<file path="src/rtl/game_state_ctrl.sv">
// game_state_ctrl: pong match controller that sequences serve, rally and match end,
// detects missed balls from ball_x, keeps both scores and declares the winner.
`default_nettype none

module game_state_ctrl #(
  parameter logic [9:0] MISS_LEFT_X  = 10'd140,
  parameter logic [9:0] MISS_RIGHT_X = 10'd500,
  parameter logic [9:0] BALL_WIDTH   = 10'd5,
  parameter logic [3:0] WIN_SCORE    = 4'd5,
  parameter logic [7:0] SERVE_HOLD   = 8'd30
) (
  input  logic       clk,
  input  logic       reset,
  input  logic       p1u,
  input  logic       p1d,
  input  logic       p2u,
  input  logic       p2d,
  input  logic [9:0] ball_x,
  output logic [1:0] game_state,
  output logic [3:0] p1_score,
  output logic [3:0] p2_score,
  output logic [1:0] winner,
  output logic       point
);

  typedef enum logic [1:0] {
    P1_SERVE = 2'd0,
    P2_SERVE = 2'd1,
    PLAYING  = 2'd2,
    DONE     = 2'd3
  } state_t;

  state_t      state_q;
  logic [3:0]  p1_score_q;
  logic [3:0]  p2_score_q;
  logic [1:0]  winner_q;
  logic        point_q;
  logic [7:0]  hold_cnt_q;
  logic [3:0]  btn_prev_q;
  logic        rearm_q;

  logic [3:0]  btn;
  logic [3:0]  press;
  logic        serve_ok;
  logic        serve_press;
  logic [7:0]  hold_cnt_d;
  logic [9:0]  ball_right;
  logic        miss_left;
  logic        miss_right;
  logic [3:0]  p1_score_d;
  logic [3:0]  p2_score_d;

  // Button bit order: {p2d, p2u, p1d, p1u}; buttons are active-low.
  assign btn         = {p2d, p2u, p1d, p1u};
  assign press       = btn_prev_q & ~btn;
  assign serve_ok    = (hold_cnt_q == SERVE_HOLD);
  assign serve_press = (state_q == P1_SERVE) ? |press[1:0] : |press[3:2];
  assign hold_cnt_d  = serve_ok ? hold_cnt_q : hold_cnt_q + 8'd1;

  assign ball_right  = ball_x + BALL_WIDTH;
  assign miss_left   = (ball_x < MISS_LEFT_X);
  assign miss_right  = (ball_right > MISS_RIGHT_X);
  assign p1_score_d  = (p1_score_q < WIN_SCORE) ? p1_score_q + 4'd1 : p1_score_q;
  assign p2_score_d  = (p2_score_q < WIN_SCORE) ? p2_score_q + 4'd1 : p2_score_q;

  always_ff @(posedge clk or negedge reset) begin
    if (!reset) begin
      state_q    <= P1_SERVE;
      p1_score_q <= 4'd0;
      p2_score_q <= 4'd0;
      winner_q   <= 2'd0;
      point_q    <= 1'b0;
      hold_cnt_q <= 8'd0;
      btn_prev_q <= 4'hF;
      rearm_q    <= 1'b0;
    end else begin
      btn_prev_q <= btn;
      point_q    <= 1'b0;
      case (state_q)
        P1_SERVE, P2_SERVE: begin
          if (serve_ok && serve_press) begin
            state_q <= PLAYING;
          end else begin
            hold_cnt_q <= hold_cnt_d;
          end
        end
        PLAYING: begin
          if (miss_left) begin
            point_q    <= 1'b1;
            hold_cnt_q <= 8'd0;
            p2_score_q <= p2_score_d;
            if (p2_score_q + 4'd1 == WIN_SCORE) begin
              state_q  <= DONE;
              winner_q <= 2'd2;
              rearm_q  <= 1'b0;
            end else begin
              state_q  <= P1_SERVE;
            end
          end else if (miss_right) begin
            point_q    <= 1'b1;
            hold_cnt_q <= 8'd0;
            p1_score_q <= p1_score_d;
            if (p1_score_q + 4'd1 == WIN_SCORE) begin
              state_q  <= DONE;
              winner_q <= 2'd1;
              rearm_q  <= 1'b0;
            end else begin
              state_q  <= P2_SERVE;
            end
          end
        end
        default: begin
          // A restart needs one fully released tick first, so a held button cannot skip the end screen.
          if (rearm_q && |press) begin
            state_q    <= P1_SERVE;
            p1_score_q <= 4'd0;
            p2_score_q <= 4'd0;
            winner_q   <= 2'd0;
            hold_cnt_q <= 8'd0;
            rearm_q    <= 1'b0;
          end else if (&btn) begin
            rearm_q    <= 1'b1;
          end
        end
      endcase
    end
  end

  assign game_state = state_q;
  assign p1_score   = p1_score_q;
  assign p2_score   = p2_score_q;
  assign winner     = winner_q;
  assign point      = point_q;

endmodule

`default_nettype wire

</file>
<file path="config.mk">
export PLATFORM = sky130hd
export DESIGN_NAME = game_state_ctrl
export DESIGN_NICKNAME = d
export VERILOG_FILES = /design/src/rtl/game_state_ctrl.sv
export SDC_FILE = /design/constraint.sdc
export NUM_CORES = 1
export LEC_CHECK = 0
export ABC_CLOCK_PERIOD_IN_PS = 1690
export CAP_MARGIN = 20
export CELL_PAD_IN_SITES_DETAIL_PLACEMENT = 1
export CELL_PAD_IN_SITES_GLOBAL_PLACEMENT = 1
export CORE_MARGIN = 2
export CORE_UTILIZATION = 36
export CTS_CLUSTER_SIZE = 40
export DETAILED_ROUTE_END_ITERATION = 8
export PLACE_DENSITY = 0.73
export REMOVE_ABC_BUFFERS = 1
export SLEW_MARGIN = 0
export SYNTH_ARGS = -nofsm -noshare
export SYNTH_HDL_FRONTEND = slang
export SYNTH_SLANG_ARGS = --single-unit
</file>
<file path="constraint.sdc">
create_clock -name clk -period 1.69 [get_ports clk]
set_input_delay 0.169 -clock clk [delete_from_list [all_inputs] [get_ports clk]]
set_output_delay 0.169 -clock clk [all_outputs]
set_load 0.02 [all_outputs]
</file>
==> metrics.md, run 1 <==
| Metric | Value |
|---|---|
| Status | finished with violations |
| Failing checks | setup timing |
| Critical Path Slowest Stage Cell | dfrtp_1 |
| RSZ-0062 raised after global routing | yes |
| Placed Instances | 261 |
| Max H-tree Level | 1 |
| WP data arrival | 1.92 ns |
| Die height | 69.4 um |
| First-pass GRT wire length | 8160 um |
| DR WL/cell | 19.1 um |
| CP top delay family | simple AND/OR/NAND/NOR gates |
| Worst Clk Skew | 0.00230 ns |
| Crit path kind | flip-flop to flip-flop |
| Final hold vios | 0 |
| # IOs | 29 |
| Row Count | 23 |
| CTS tree | built |
| DP Area | 2090 um2 |
| Post-synth EDFFs | 0 |
| Worst-Skew Late Latency | 0.28 ns |
| Post-synthesis average cell area | 9.87 um2 |
| VDD IR max | 0.000742 V |
| CP Max Fanout | 5 |
| Setup violators final | 4 |
| Via count | 1,524 |
| Antenna cells | 0 |
| Fillers | 443 |
| Internal Power | 1.99 mW |
| Clock buffer depth | 2 |
| CTS buffer count | 3 |
| Vias per cell | 5.56 |
| Worst path cell trace | ha_2 > or3b_4 > o31ai_4 > nand3b_1 > a221o_1 |
| Crit path launch type | flip-flop |
| Post-synthesis sequential area ratio | 42.6% |
| Max-cap violations | 0 |
| Worst reg-to-reg setup slack | -0.06 ns |
| DP HPWL | 3390 um |
| Count of pins over their slew limit | 0 |
| Final Core Density | 60.0% |
| Post-synthesis register bit count | 26 |
| Area Growth Syn to Fin | 58.0% |
| Worst-path clk slew | 0.10 ns |
| Hold buffers post-CTS | 0 |
| Post-synth top cells | dfrtp_1, nand2_1, inv_1, nand2b_1, nor2_1 |
| Width of the die | 69.4 um |
| Initial antenna violation count | 0 |
| Most common cell in the netlist | dfrtp_1 |
| Synth Flop Type | dfrtp_1 |
| DRT Wirelength | 5240 um |
| Post-synth top area share | 35.7% |
| DR DRC count | 0 |
| Netlist cell types | 53 |
| Register area | 657 um2 |
| Final worst slack | -0.0625 ns |
| WP buf/inv | 0 |
| Share of cells above drive strength 1 | 38.8% |
| Async SR Flop Fraction | 100% |
| Comb power frac | 57.8% |
| NumNets Final | 247 |
| Overall Power | 3.36 mW |
| Synth Cell Area | 1540 um2 |
| Sequential cell fraction of total power | 29.3% |
| Final ANT Viol Nets | 0 |
| Core area | 4060 um2 |
| Rel. slew slack | 68.8% |
| Final period util | 104% |
| Switching portion of total power | 40.8% |
| Synth area leaders | dfrtp_1, dfstp_2, ha_1 |
| Worst Hold Class | primary input to async pin |
| CTS sink count | 26 |
| Worst-Margin Slew | 0.465 ns |
| Gpl congestion | 0.804 |
| Maximum clock rate | 571 MHz |
| Iter 0 DRT Violations | 38 |
| CP max stage delay | 0.39 ns |
| Buffer type at the clock tree root | clkbuf_8 |
| Global Route Usage Sum | 21.1% |
| Fin crit period | 1.75 ns |
| Die area | 4820 um2 |
| Design area | 2430 um2 |
| Drt first pass iters | 4 |
| Largest net degree at the start of global routing | 27 |
| Worst Path Required | 1.86 ns |
| NetSw | 1.37 mW |
| Overflow after GRT | 0 |
| Multi-input logic area | 1010 um2 |
| Post-synth top area cell | dfrtp_1 |
| Worst setup EP type | flip-flop |
| Leak | 1.10 nW |
| Post-synthesis cell count | 156 |
| Initial Utilization | 38.0% |
| Vias in the first global route | 1,657 |
| PortBufs | 28 |
| PwrDens | 1380 nW/um2 |
| Yosys warning total | 0 |
| Finished Layout Cells | 274 |
| Clock power frac | 12.9% |
==> sequential cells by signal, indices dropped and copies added, names as in the netlist <==
| name | cells |
|---|---|
| btn_prev_q | 4 |
| game_state | 2 |
| hold_cnt_q | 8 |
| p1_score | 4 |
| p2_score | 4 |
| point | 1 |
| rearm_q | 1 |
| winner | 2 |
==> metal layers <==
metal | wire length [um] | vias to the layer above | track usage [%]
met5 | 0 | - | 0
met4 | 121 | 0 | 8.93
met3 | 160 | 10 | 3.34
met2 | 2910 | 44 | 37.8
li1 | - | 711 | -
met1 | 2050 | 759 | 24.9
==> stage by stage <==
stage                     hold slack, ns  TNS (ns)  worst slack, ns
final                              0.256    -0.157          -0.0625
after global routing               0.303    -0.653           -0.117
after CTS                          0.268   -0.0338          -0.0175
after detailed placement           0.531     -5.76           -0.398
after global placement             0.506     -4.53           -0.313
after floorplan                   -0.127    -0.500           -0.164
==> kinds of logic (layout without fill, tap and decap cells) <==
kind of cell    count (synthesis)  after routing  share of synthesized area, %
compound gates                 42             42                          20.6
xor+xnor                        6              6                          3.41
fa+ha+maj                       6              6                          4.87
buf+inv                        13             81                          3.66
flops                          26             26                          42.6
mux                             3              3                          2.03
simple gates                   60             60                          22.9
==> final timing paths <==
path,startpoint,endpoint,depth (start not counted)
setup / recovery,p2_score[1]$_DFFE_PN0P_,winner[0]$_DFFE_PN0P_,5
hold / removal,reset,hold_cnt_q[2]$_DFFE_PN0P_,2
setup reg to reg,p2_score[1]$_DFFE_PN0P_,winner[0]$_DFFE_PN0P_,5
hold reg to reg,winner[1]$_DFFE_PN0P_,winner[1]$_DFFE_PN0P_,1
max in group asynchronous,reset,btn_prev_q[2]$_DFF_PN1_,2
min in group clk,p1u,btn_prev_q[0]$_DFF_PN1_,2
==> area by class of cell <==
type                    count  share of cell area [%]
multi-input cells         117                    41.6
flip-flops and latches     26                    27.0
inverters                  10                    2.06
well taps                  50                    2.57
repair buffers             67                    24.5
clock buffers               4                    2.26
==> what timing repair did <==
item | 4_1_cts | 5_1_grt
gates resized for setup | 29 | 29
setup endpoints to repair | 16 | 22
cloned | 0 | 0
pin swaps | 18 | 11
buffers inserted | 6 | 4
==> power by group through the flow <==
stage / registers [mW] / logic [mW] / clock network [mW]
after floorplan: 1.12 / 0.598 / 0
after global placement: 0.956 / 1.41 / 0
after detailed placement: 0.974 / 1.47 / 0
after CTS: 0.976 / 1.72 / 0.436
after global routing: 1.01 / 2.08 / 0.464
final: 0.985 / 1.94 / 0.434
==> placed cells by master, fill, tap and decap left out, types with 4 or more instances in the layout <==
master	count
inv_1	4
nor2_1	9
buf_4	33
buf_6	6
a22o_1	5
nand2b_1	4
dlymetal6s2s_1	4
clkdlybuf4s50_1	20
nand2_1	14
clkbuf_8	4
dfstp_2	4
nand2b_4	5
xor2_1	4
a21oi_2	5
dfrtp_1	21
nand3_1	7
==> worst register-to-register path, cell delays in order (launching register included) <==
cell	delay, ns
dfrtp_1	0.39
ha_2	0.21
or3b_4	0.39
o31ai_4	0.07
nand3b_1	0.21
a221o_1	0.36
Note: power is estimated with default switching activity, not from simulation.
==> inputs of run 2 (changes only) <==
GPL_ROUTABILITY_DRIVEN = 0   (was not set)
SKIP_CTS_REPAIR_TIMING = 1   (was not set)
==> metrics.md, run 2 (same netlist as run 1, synthesis figures left out) <==
| Metric | Value |
|---|---|
| Count of pins over their slew limit | 0 (unchanged) |
| Fillers | 444 (was 443) |
| Crit path kind | flip-flop to flip-flop (unchanged) |
| Worst setup EP type | flip-flop (unchanged) |
| Final period util | 103% (was 104%) |
| Worst-Skew Late Latency | 0.28 ns (about the same) |
| CP Max Fanout | 5 (unchanged) |
| Crit path launch type | flip-flop (unchanged) |
| # IOs | 29 (unchanged) |
| Initial Utilization | 38.0% (unchanged) |
| Status | finished with violations (unchanged) |
| Failing checks | setup timing (unchanged) |
| Rel. slew slack | 73.7% (was 68.8%) |
| Drt first pass iters | 4 (unchanged) |
| First-pass GRT wire length | 7550 um (was 8160 um) |
| Pre-CTS setup slack | -0.398 ns (unchanged) |
| Leak | 1.10 nW (about the same) |
| DRT Wirelength | 4850 um (was 5240 um) |
| Max reg flops | 8 (unchanged) |
| Max-cap violations | 0 (unchanged) |
| Via count | 1,463 (was 1,524) |
| Iter 0 DRT Violations | 19 (was 38) |
| NumNets Final | 244 (was 247) |
| Vias in the first global route | 1,577 (was 1,657) |
| Worst hold slack | 0.256 ns (about the same) |
| Die area | 4820 um2 (unchanged) |
| Overflow after GRT | 0 (unchanged) |
| PortBufs | 28 (unchanged) |
| Final ANT Viol Nets | 0 (unchanged) |
| CTS sink count | 26 (unchanged) |
| Worst Path Required | 1.90 ns (was 1.86 ns) |
| Worst Clk Skew | 0.00371 ns (was 0.00230 ns) |
| DR WL/cell | 17.9 um (was 19.1 um) |
| Worst-Margin Slew | 0.391 ns (was 0.465 ns) |
| Largest net degree at the start of global routing | 27 (unchanged) |
| Final hold vios | 0 (unchanged) |
| Row Count | 23 (unchanged) |
| Global Route Usage Sum | 19.4% (was 21.1%) |
| Width of the die | 69.4 um (unchanged) |
| Buffer type at the clock tree root | clkbuf_8 (unchanged) |
| Worst Hold Class | primary input to async pin (unchanged) |
| Antenna cells | 0 (unchanged) |
| Clock buffer depth | 2 (unchanged) |
| Die height | 69.4 um (unchanged) |
| Final worst slack | -0.0586 ns (was -0.0625 ns) |
| DP HPWL | 3390 um (unchanged) |
| RSZ-0062 raised after global routing | yes (unchanged) |
| Maximum clock rate | 572 MHz (was 571 MHz) |
| WP data arrival | 1.96 ns (was 1.92 ns) |
| Fin crit period | 1.75 ns (about the same) |
| CTS buffer count | 3 (unchanged) |
| DR DRC count | 0 (unchanged) |
| Register with the most flip-flops | hold_cnt_q (unchanged) |
| Initial antenna violation count | 0 (unchanged) |
| Share of cells above drive strength 1 | 37.1% (was 38.8%) |
| PwrDens | 1360 nW/um2 (was 1380 nW/um2) |
| CTS tree | built (unchanged) |
| Commonest non-fill, non-tap cell in the layout | buf_4 (unchanged) |
| Worst-path clk slew | 0.10 ns (about the same) |
| Setup violators final | 6 (was 4) |
| Max H-tree Level | 1 (unchanged) |
| VDD IR max | 0.000693 V (was 0.000742 V) |
| Area Growth Syn to Fin | 56.8% (was 58.0%) |
| Vias per cell | 5.40 (was 5.56) |
| Core area | 4060 um2 (unchanged) |
| Highest-count cells in the layout ignoring fill and taps | buf_4, dfrtp_1, clkdlybuf4s50_1 (unchanged) |
## run 2: metrics by stage
stage | instances | TNS [ns] | power (mW) | cell area, um2 | utilization, %
floorplan | 153 | -0.500 | 1.72 | 1520 | -
global placement | 261 | -4.53 | 2.37 | 2090 | 51.5
detailed placement | 261 | -5.76 | 2.44 | 2090 | 51.5
CTS | 265 | -0.944 | 2.88 | 2140 | 52.9
global route | 271 | -1.20 | 3.49 | 2410 | 59.5
finish | 271 | -0.186 | 3.28 | 2410 | 59.5
## run 2: final timing paths
path,endpoint,depth (start not counted),slack (ns),from
setup / recovery,game_state[0]$_DFFE_PN0P_,7,-0.06,p2_score[1]$_DFFE_PN0P_
hold / removal,rearm_q$_DFFE_PN0P_,2,0.26,reset
setup reg to reg,game_state[0]$_DFFE_PN0P_,7,-0.06,p2_score[1]$_DFFE_PN0P_
hold reg to reg,winner[0]$_DFFE_PN0P_,1,0.56,winner[0]$_DFFE_PN0P_
max in group asynchronous,btn_prev_q[1]$_DFF_PN1_,2,1.13,reset
min in group clk,btn_prev_q[2]$_DFF_PN1_,2,0.43,p2u
## run 2: worst max-delay path: stages (launching register included)
cell and delay [ns]:
dfrtp_1 0.40, ha_2 0.20, buf_6 0.11, nand2b_4 0.13, o31ai_4 0.22, nand3b_1 0.20, and4b_1 0.28, a21oi_2 0.12
## run 2: power by group
group / switching, mW / internal [mW]
Sequential: 0.188 / 0.796
Clock: 0.216 / 0.209
Combinational: 0.925 / 0.943
Total: 1.33 / 1.95
## run 2: metal layers
| metal | up-vias | global-route usage (%) | wire, um |
|---|---|---|---|
| met5 | - | 0 | 0 |
| li1 | 700 | - | - |
| met4 | 0 | 7.84 | 55 |
| met3 | 4 | 2.76 | 90 |
| met1 | 740 | 23.2 | 2010 |
| met2 | 19 | 34.6 | 2690 |
## run 2: cell type report
type | instances | area (um2) | share of cell area, %
Timing Repair Buffer | 64 | 587 | 24.3
Sequential cell | 26 | 656 | 27.2
Multi-Input combinational cell | 117 | 1010 | 41.8
Tap cell | 50 | 62.6 | 2.59
Inverter | 10 | 45.0 | 1.87
Clock buffer | 4 | 55.1 | 2.28
